`src/rtl/sr_cmd_debounce.sv`:
```
// Command front end for the enabled SR latch: synchronises and debounces the raw
// set/reset/enable inputs and arbitrates them into clean S/R/Enable levels.
// Optional build macro SR_PULSE_MODE_EN: S/R become one-cycle pulses on state entry.
module sr_cmd_debounce #(
  parameter int SYNC_STAGES     = 2,
  parameter int DEBOUNCE_CYCLES = 16,
  parameter int CNT_W           = $clog2(DEBOUNCE_CYCLES),
  parameter int EVT_W           = 8
) (
  input  logic             clk,
  input  logic             rst_n,
  input  logic             SetBtn,
  input  logic             ResetBtn,
  input  logic             EnableSw,
  output logic             S,
  output logic             R,
  output logic             Enable,
  output logic             Conflict,
  output logic [EVT_W-1:0] EventCnt,
  output logic [1:0]       o_dbg_state
);

  typedef enum logic [1:0] {
    ST_IDLE     = 2'd0,
    ST_SET      = 2'd1,
    ST_RST      = 2'd2,
    ST_CONFLICT = 2'd3
  } state_t;

  // Channel order everywhere: 0 = set, 1 = reset, 2 = enable.
  logic [2:0]             w_raw;
  logic [2:0]             w_sync;
  logic [SYNC_STAGES-1:0] r_sync [3];
  logic [CNT_W-1:0]       r_cnt  [3];
  logic [2:0]             r_db;

  assign w_raw = {EnableSw, ResetBtn, SetBtn};

  always_comb begin
    w_sync = '0;
    for (int i = 0; i < 3; i++) begin
      w_sync[i] = r_sync[i][SYNC_STAGES-1];
    end
  end

  // A change is accepted only after DEBOUNCE_CYCLES consecutive disagreeing
  // samples; any agreement with the held value restarts the count.
  always_ff @(posedge clk or negedge rst_n) begin
    if (!rst_n) begin
      for (int i = 0; i < 3; i++) begin
        r_sync[i] <= '0;
        r_cnt[i]  <= '0;
      end
      r_db <= '0;
    end else begin
      for (int i = 0; i < 3; i++) begin
        r_sync[i] <= {r_sync[i][SYNC_STAGES-2:0], w_raw[i]};
        if (w_sync[i] == r_db[i]) begin
          r_cnt[i] <= '0;
        end else if (r_cnt[i] == CNT_W'(DEBOUNCE_CYCLES - 1)) begin
          r_db[i]  <= w_sync[i];
          r_cnt[i] <= '0;
        end else begin
          r_cnt[i] <= r_cnt[i] + CNT_W'(1);
        end
      end
    end
  end

  state_t           r_state;
  state_t           w_next;
  logic             r_s;
  logic             r_r;
  logic             r_conflict;
  logic             r_en;
  logic [EVT_W-1:0] r_evt;
  logic             w_enter_cmd;

  always_comb begin
    w_next = r_state;
    unique case (r_state)
      ST_IDLE, ST_SET, ST_RST: begin
        unique case ({r_db[0], r_db[1]})
          2'b10:   w_next = ST_SET;
          2'b01:   w_next = ST_RST;
          2'b11:   w_next = ST_CONFLICT;
          default: w_next = ST_IDLE;
        endcase
      end
      ST_CONFLICT: begin
        // Only a full release leaves the conflict; a half release issues nothing.
        if (r_db[1:0] == 2'b00) w_next = ST_IDLE;
      end
      default: w_next = ST_IDLE;
    endcase
  end

  assign w_enter_cmd = ((w_next == ST_SET) && (r_state != ST_SET)) ||
                       ((w_next == ST_RST) && (r_state != ST_RST));

  always_ff @(posedge clk or negedge rst_n) begin
    if (!rst_n) begin
      r_state    <= ST_IDLE;
      r_s        <= 1'b0;
      r_r        <= 1'b0;
      r_conflict <= 1'b0;
      r_en       <= 1'b0;
      r_evt      <= '0;
    end else begin
      r_state    <= w_next;
`ifdef SR_PULSE_MODE_EN
      r_s        <= (w_next == ST_SET) && (r_state != ST_SET);
      r_r        <= (w_next == ST_RST) && (r_state != ST_RST);
`else
      r_s        <= (w_next == ST_SET);
      r_r        <= (w_next == ST_RST);
`endif
      r_conflict <= (w_next == ST_CONFLICT);
      r_en       <= r_db[2];
      if (w_enter_cmd) r_evt <= r_evt + EVT_W'(1);
    end
  end

  assign S           = r_s;
  assign R           = r_r;
  assign Enable      = r_en;
  assign Conflict    = r_conflict;
  assign EventCnt    = r_evt;
  assign o_dbg_state = r_state;

endmodule

```
`config.mk`:
```
export PLATFORM = sky130hd
export DESIGN_NAME = sr_cmd_debounce
export DESIGN_NICKNAME = d
export VERILOG_FILES = /design/src/rtl/sr_cmd_debounce.sv
export SDC_FILE = /design/constraint.sdc
export NUM_CORES = 1
export LEC_CHECK = 0
export ABC_AREA = 0
export ABC_CLOCK_PERIOD_IN_PS = 2450
export BUFFER_PORTS_ARGS = -buffer_cell sky130_fd_sc_hd__buf_2
export CORE_UTILIZATION = 59
export CTS_CLUSTER_SIZE = 28
export DETAILED_ROUTE_END_ITERATION = 7
export GPL_ROUTABILITY_DRIVEN = 0
export PLACE_DENSITY = 0.84
export REMOVE_ABC_BUFFERS = 1
export SYNTH_ARGS = -nofsm -noshare
export SYNTH_HDL_FRONTEND = slang
export SYNTH_SLANG_ARGS = --single-unit
export TNS_END_PERCENT = 10
```
`constraint.sdc`:
```
create_clock -name clk -period 2.45 [get_ports clk]
set_input_delay 0.1225 -clock clk [delete_from_list [all_inputs] [get_ports clk]]
set_output_delay 0.1225 -clock clk [all_outputs]
set_load 0.05 [all_outputs]
```
# Word level (Yosys, flattened, before mapping)
# Index checks and enable logic that the tools add are counted.
# op_classes
n_div,0
bitwise_logic,3
n_eq_ne,17
n_mul,0
add_sub_neg,4
shift,0
order_cmp,0
muxes,9
n_reduce_logical,9
# ops
op,count
2-to-1 mux 4 bit,6
adder 4 x 1 -> 4 bit (second input constant),3
equality test 2 bit (second input constant),6
equality test 4 bit (second input constant),3
adder 8 x 1 -> 8 bit (second input constant),1
equality test 2 x 1 -> 1 bit (second input constant),3
case mux 2 bit (3 select lines),1
AND reduction 2 bit,3
logical NOT 2 bit,2
case mux 2 bit (2 select lines),1
equality test 1 bit,3
NOT 1 bit,3
OR reduction 3 bit,1
logical AND 1 bit,2
2-to-1 mux 2 bit,1
!= test 2 x 1 -> 1 bit (second input constant),1
!= test 2 bit (second input constant),1
logical OR 1 bit,1
# word_totals
mem_bits_ro,0
memories,0
out_inout_bits,14
word_cells,57
mem_bits_rw,0
regBits,35
latch_bits,0
in_bits,5

# Depth between registers and ports, before layout
# depth
ltp_word,6
ltp_mapped,4
depth_no_buf,4

# Worst setup path before layout
# Ideal clock, no wire load.
# synth_timing
kind,flip-flop to flip-flop
start,register r_state[1] (netlist: o_dbg_state[1])
end,register r_evt[7] (netlist: EventCnt[7])
required_time_ps,2368
n_path_buf,0
path_stages_with_launch,4
path_slack_ps,813
setup_time_ps,82
t_arrival_ps,1555
synth_period_minus_slack_ps,1637
path_cell_list,dfrtp_1 > or3b_1 > a2111oi_2 > xor2_1
# synth_between
elab_chain_len,6
word_cells_on_any_way,14
cone_classes,eq/ne (7); mux (2); reduce/logical (5)
# synth_rtl
element,line,rtl
"start, declared",70,state_t r_state;
"start signal, assigned",110,r_state <= w_next;
equality test 2 x 1 -> 1 bit (tied with other cells),81,unique case (r_state)
OR reduction 3 bit,81,
case mux 2 bit (2 select lines),81,
equality test 2 x 1 -> 1 bit or equality test 2 bit (tied branches),"98, 99",
"logical AND 1 bit, on equally long branches","98, 99",
logical OR 1 bit *,98,assign w_enter_cmd = ((w_next == ST_SET) && (r_state != ST_SET)) ||
"end signal, assigned",120,if (w_enter_cmd) r_evt <= r_evt + EVT_W'(1);
"end, declared",76,logic [EVT_W-1:0] r_evt;
# Every way passes the cells marked *; elsewhere a longest branch is shown, timed or not.
# A chain may end at the register's enable or synchronous reset.

# Final worst setup path
# layout_timing
start,register r_db[1]
end,register r_evt[1] (netlist: EventCnt[1])
# layout_between
elab_chain_len,6
word_cells_on_any_way,12
cone_classes,eq/ne (5); mux (3); reduce/logical (4)
# layout_rtl
element,line,rtl
"start, declared",35,logic [2:0] r_db;
"start signal, assigned by index",61,r_db[i] <= w_sync[i];
equality test 2 bit (tied with other cells),83,"unique case ({r_db[0], r_db[1]})"
case mux 2 bit (3 select lines) or 2-to-1 mux 2 bit (tied branches),"83, 92",
case mux 2 bit (2 select lines) *,81,
equality test 2 x 1 -> 1 bit or equality test 2 bit (tied branches),"98, 99",
"logical AND 1 bit, on equally long branches","98, 99",
logical OR 1 bit *,98,
# Marked as above.

==> metrics.yaml <==
syn_area_per_cell_um2: 13.4
start_util: 0.628
antenna_found_initial: 0
register_area_um2: 876
vias: 878
viasPerCell: 5.45
drt_iter0_drc: 8
post-route-period-util: 0.646
track_usage: 0.210
synth_warnings: 0
port-buffer-count: 18
cts_resized: 0
nets: 141
cap_violations: 0
crit_type: "reg -> reg"
row_count: 17
worst_ep_required_time_ns: 2.66
cpPeakStageDelay_ns: 0.50
drc: 0
maxSlewHeadroom: 0.520
leakagePower_nw: 0.792
clock_latency_ns: 0.33
hold_violations: 0
syn2layout_area_growth_pct: 14.0
period_needed_ns: 1.58
drt-total-wl_mm: 2.11
diodes: 0
die_w_um: 50.8
synth_seq_cells: 35
ant_nets: 0
grt_overflow_total: 0
holdBufCountCts: 4
cp-end-kind: "register"
first_pass_iters: 4
cts_root_buf: "clkbuf_4"
clock_path_buffers: 2
cts_sinks: 35
cpMaxStageDelayCell: "dfrtp_1"
arrival_ns: 1.79
peakVddDrop_mv: 0.368
max_slew.worst_pin.slew_ns: 0.720
grt_pass1_vias: 898
critPathTopFamily: "simple AND/OR/NAND/NOR gates"
dp_hpwl_mm: 1.54
setup_tns_ns: 0
nFillCells: 173
worst-r2r-setup-slack_ns: 0.87
fin_skew_ns: 0.00728
cts_made_buffers: 5
instances_no_fill: 161
die_area_mm2: 0.00258
hold_class: "reg -> reg"
boundaryPins: 19
multiInputGateArea_um2: 493
postCtsSetupRepairBufs: 0
grt_max_degree: 36
seq_area_frac_synth: 0.624
htreeDepth: 2
netlist_instances: 105
grt_pass1_wl_mm: 3.75
cp_cell_sequence: "nor3b_1 -> nor2_1 -> mux2_1"
cts_tree: "yes"
layout-drive-gt1-share: 0.226
setup_viol: 0
netlist_area_mm2: 0.00140
power-per-cell-area_mw_per_mm2: 596
critPathBufInv: 0
startpoint_type: "register"
max_freq_mhz: 631
rsz0062_at_grt: "no"
core_area_mm2: 0.00223
crit_fanout: 9
die_h_um: 50.8
total_power_mw: 0.953
status: "completed"
wl_per_cell_um: 13.1
synth_cell_types: 29
clkTransAtPathRegs_ns: 0.09
dp_cells: 149
slew_viol_final: 0
worst reg2reg max path, delay by kind of cell (launching register included):
kind / cells / cell delay, ns
DFF: 1 / 0.50
muxes: 1 / 0.34
and+or+nand+nor: 2 / 0.62
cell families (layout without fill, tap and decap cells):
group | count (synthesis) | after routing | share of synthesized area
AOI/OAI and AO/OA | 18 | 18 | 0.0901
xor gates and xnor gates | 13 | 13 | 0.0812
adders and majority gates | 4 | 4 | 0.0357
buffers and inverters | 6 | 34 | 0.0241
DFF | 35 | 35 | 0.624
muxes | 4 | 4 | 0.0321
and+or+nand+nor | 25 | 25 | 0.112
sequential cells by signal (all words and copies together) (netlist names):
name and cells:
r_sync 6, o_dbg_state 2, r_cnt 12, Conflict 1, R 1, r_db 3, Enable 1, S 1
EventCnt 8
area by class of cell:
class,instances,area share
Clock buffer,7,0.0282
Clock inverter,1,0.00313
Inverter,4,0.00939
Multi-Input combinational cell,64,0.308
Sequential cell,35,0.548
Tap cell,28,0.0219
Timing Repair Buffer,22,0.0814
per-layer routing:
layer | track usage | share of wire | up-vias
met1 | 0.234 | 0.43 | 434
met4 | 0.120 | 0.017 | 0
met3 | 0.0939 | 0.038 | 5
met5 | 0 | 0 | -
met2 | 0.333 | 0.51 | 15
li1 | - | - | 424
Yosys cell counts (all sizes together):
cell type,number,area (um^2)
a2111oi,1,15.0
a211oi,1,7.51
a21o,1,7.51
a21oi,4,20.0
a311oi,2,17.5
a31oi,3,18.8
and2,2,13.8
and4,1,8.76
buf,2,18.8
dfrtp,35,876
ha,4,50.1
inv,4,15.0
mux2,4,45.0
nand2,2,7.51
nand3,4,20.0
nand4b,2,17.5
nor2,5,18.8
nor2b,3,18.8
nor3b,4,35.0
o2111ai,2,17.5
o211ai,1,7.51
o21ai,3,15.0
or3b,2,17.5
xnor2,11,96.3
xor2,2,17.5
per-stage QoR:
step / utilization / instance area (um^2) / setup WS [ns] / hold slack, ns
2_1_floorplan: - / 1380 / 0.813 / -0.173
3_3_place_gp: 0.676 / 1510 / 0.959 / 0.219
3_5_place_dp: 0.676 / 1510 / 0.896 / 0.227
4_1_cts: 0.716 / 1600 / 0.864 / 0.359
5_1_grt: 0.716 / 1600 / 0.687 / 0.372
6_report: 0.716 / 1600 / 0.866 / 0.355
path summary, 6_finish.rpt:
| kind | start | endpoint | depth (start not counted) |
|---|---|---|---|
| setup / recovery | r_db[1]$_DFFE_PN0P_ | EventCnt[1]$_DFFE_PN0P_ | 3 |
| hold / removal | r_sync[2]$_DFF_PN0_ | r_sync[3]$_DFF_PN0_ | 0 |
| setup reg to reg | r_db[1]$_DFFE_PN0P_ | EventCnt[1]$_DFFE_PN0P_ | 3 |
| hold reg to reg | r_sync[2]$_DFF_PN0_ | r_sync[3]$_DFF_PN0_ | 0 |
| max in group asynchronous | rst_n | EventCnt[3]$_DFFE_PN0P_ | 2 |
| min in group asynchronous | rst_n | r_cnt[10]$_DFF_PN0_ | 2 |
cells in the final DEF, fill, tap and decap left out, types with 4 or more instances in the layout:
cell           count
buf_2             18
dlygate4sd3_1      4
inv_1              4
nand3_1            4
xnor2_1           11
a21oi_1            4
clkbuf_4           5
dfrtp_1           35
ha_1               4
nor2_1             5
where the power goes:
part	switching, mW	internal [mW]
Clock	0.177	0.112
Sequential	0.0168	0.595
Combinational	0.0284	0.0238
Total	0.222	0.731
(Power assumes the default switching activity.)
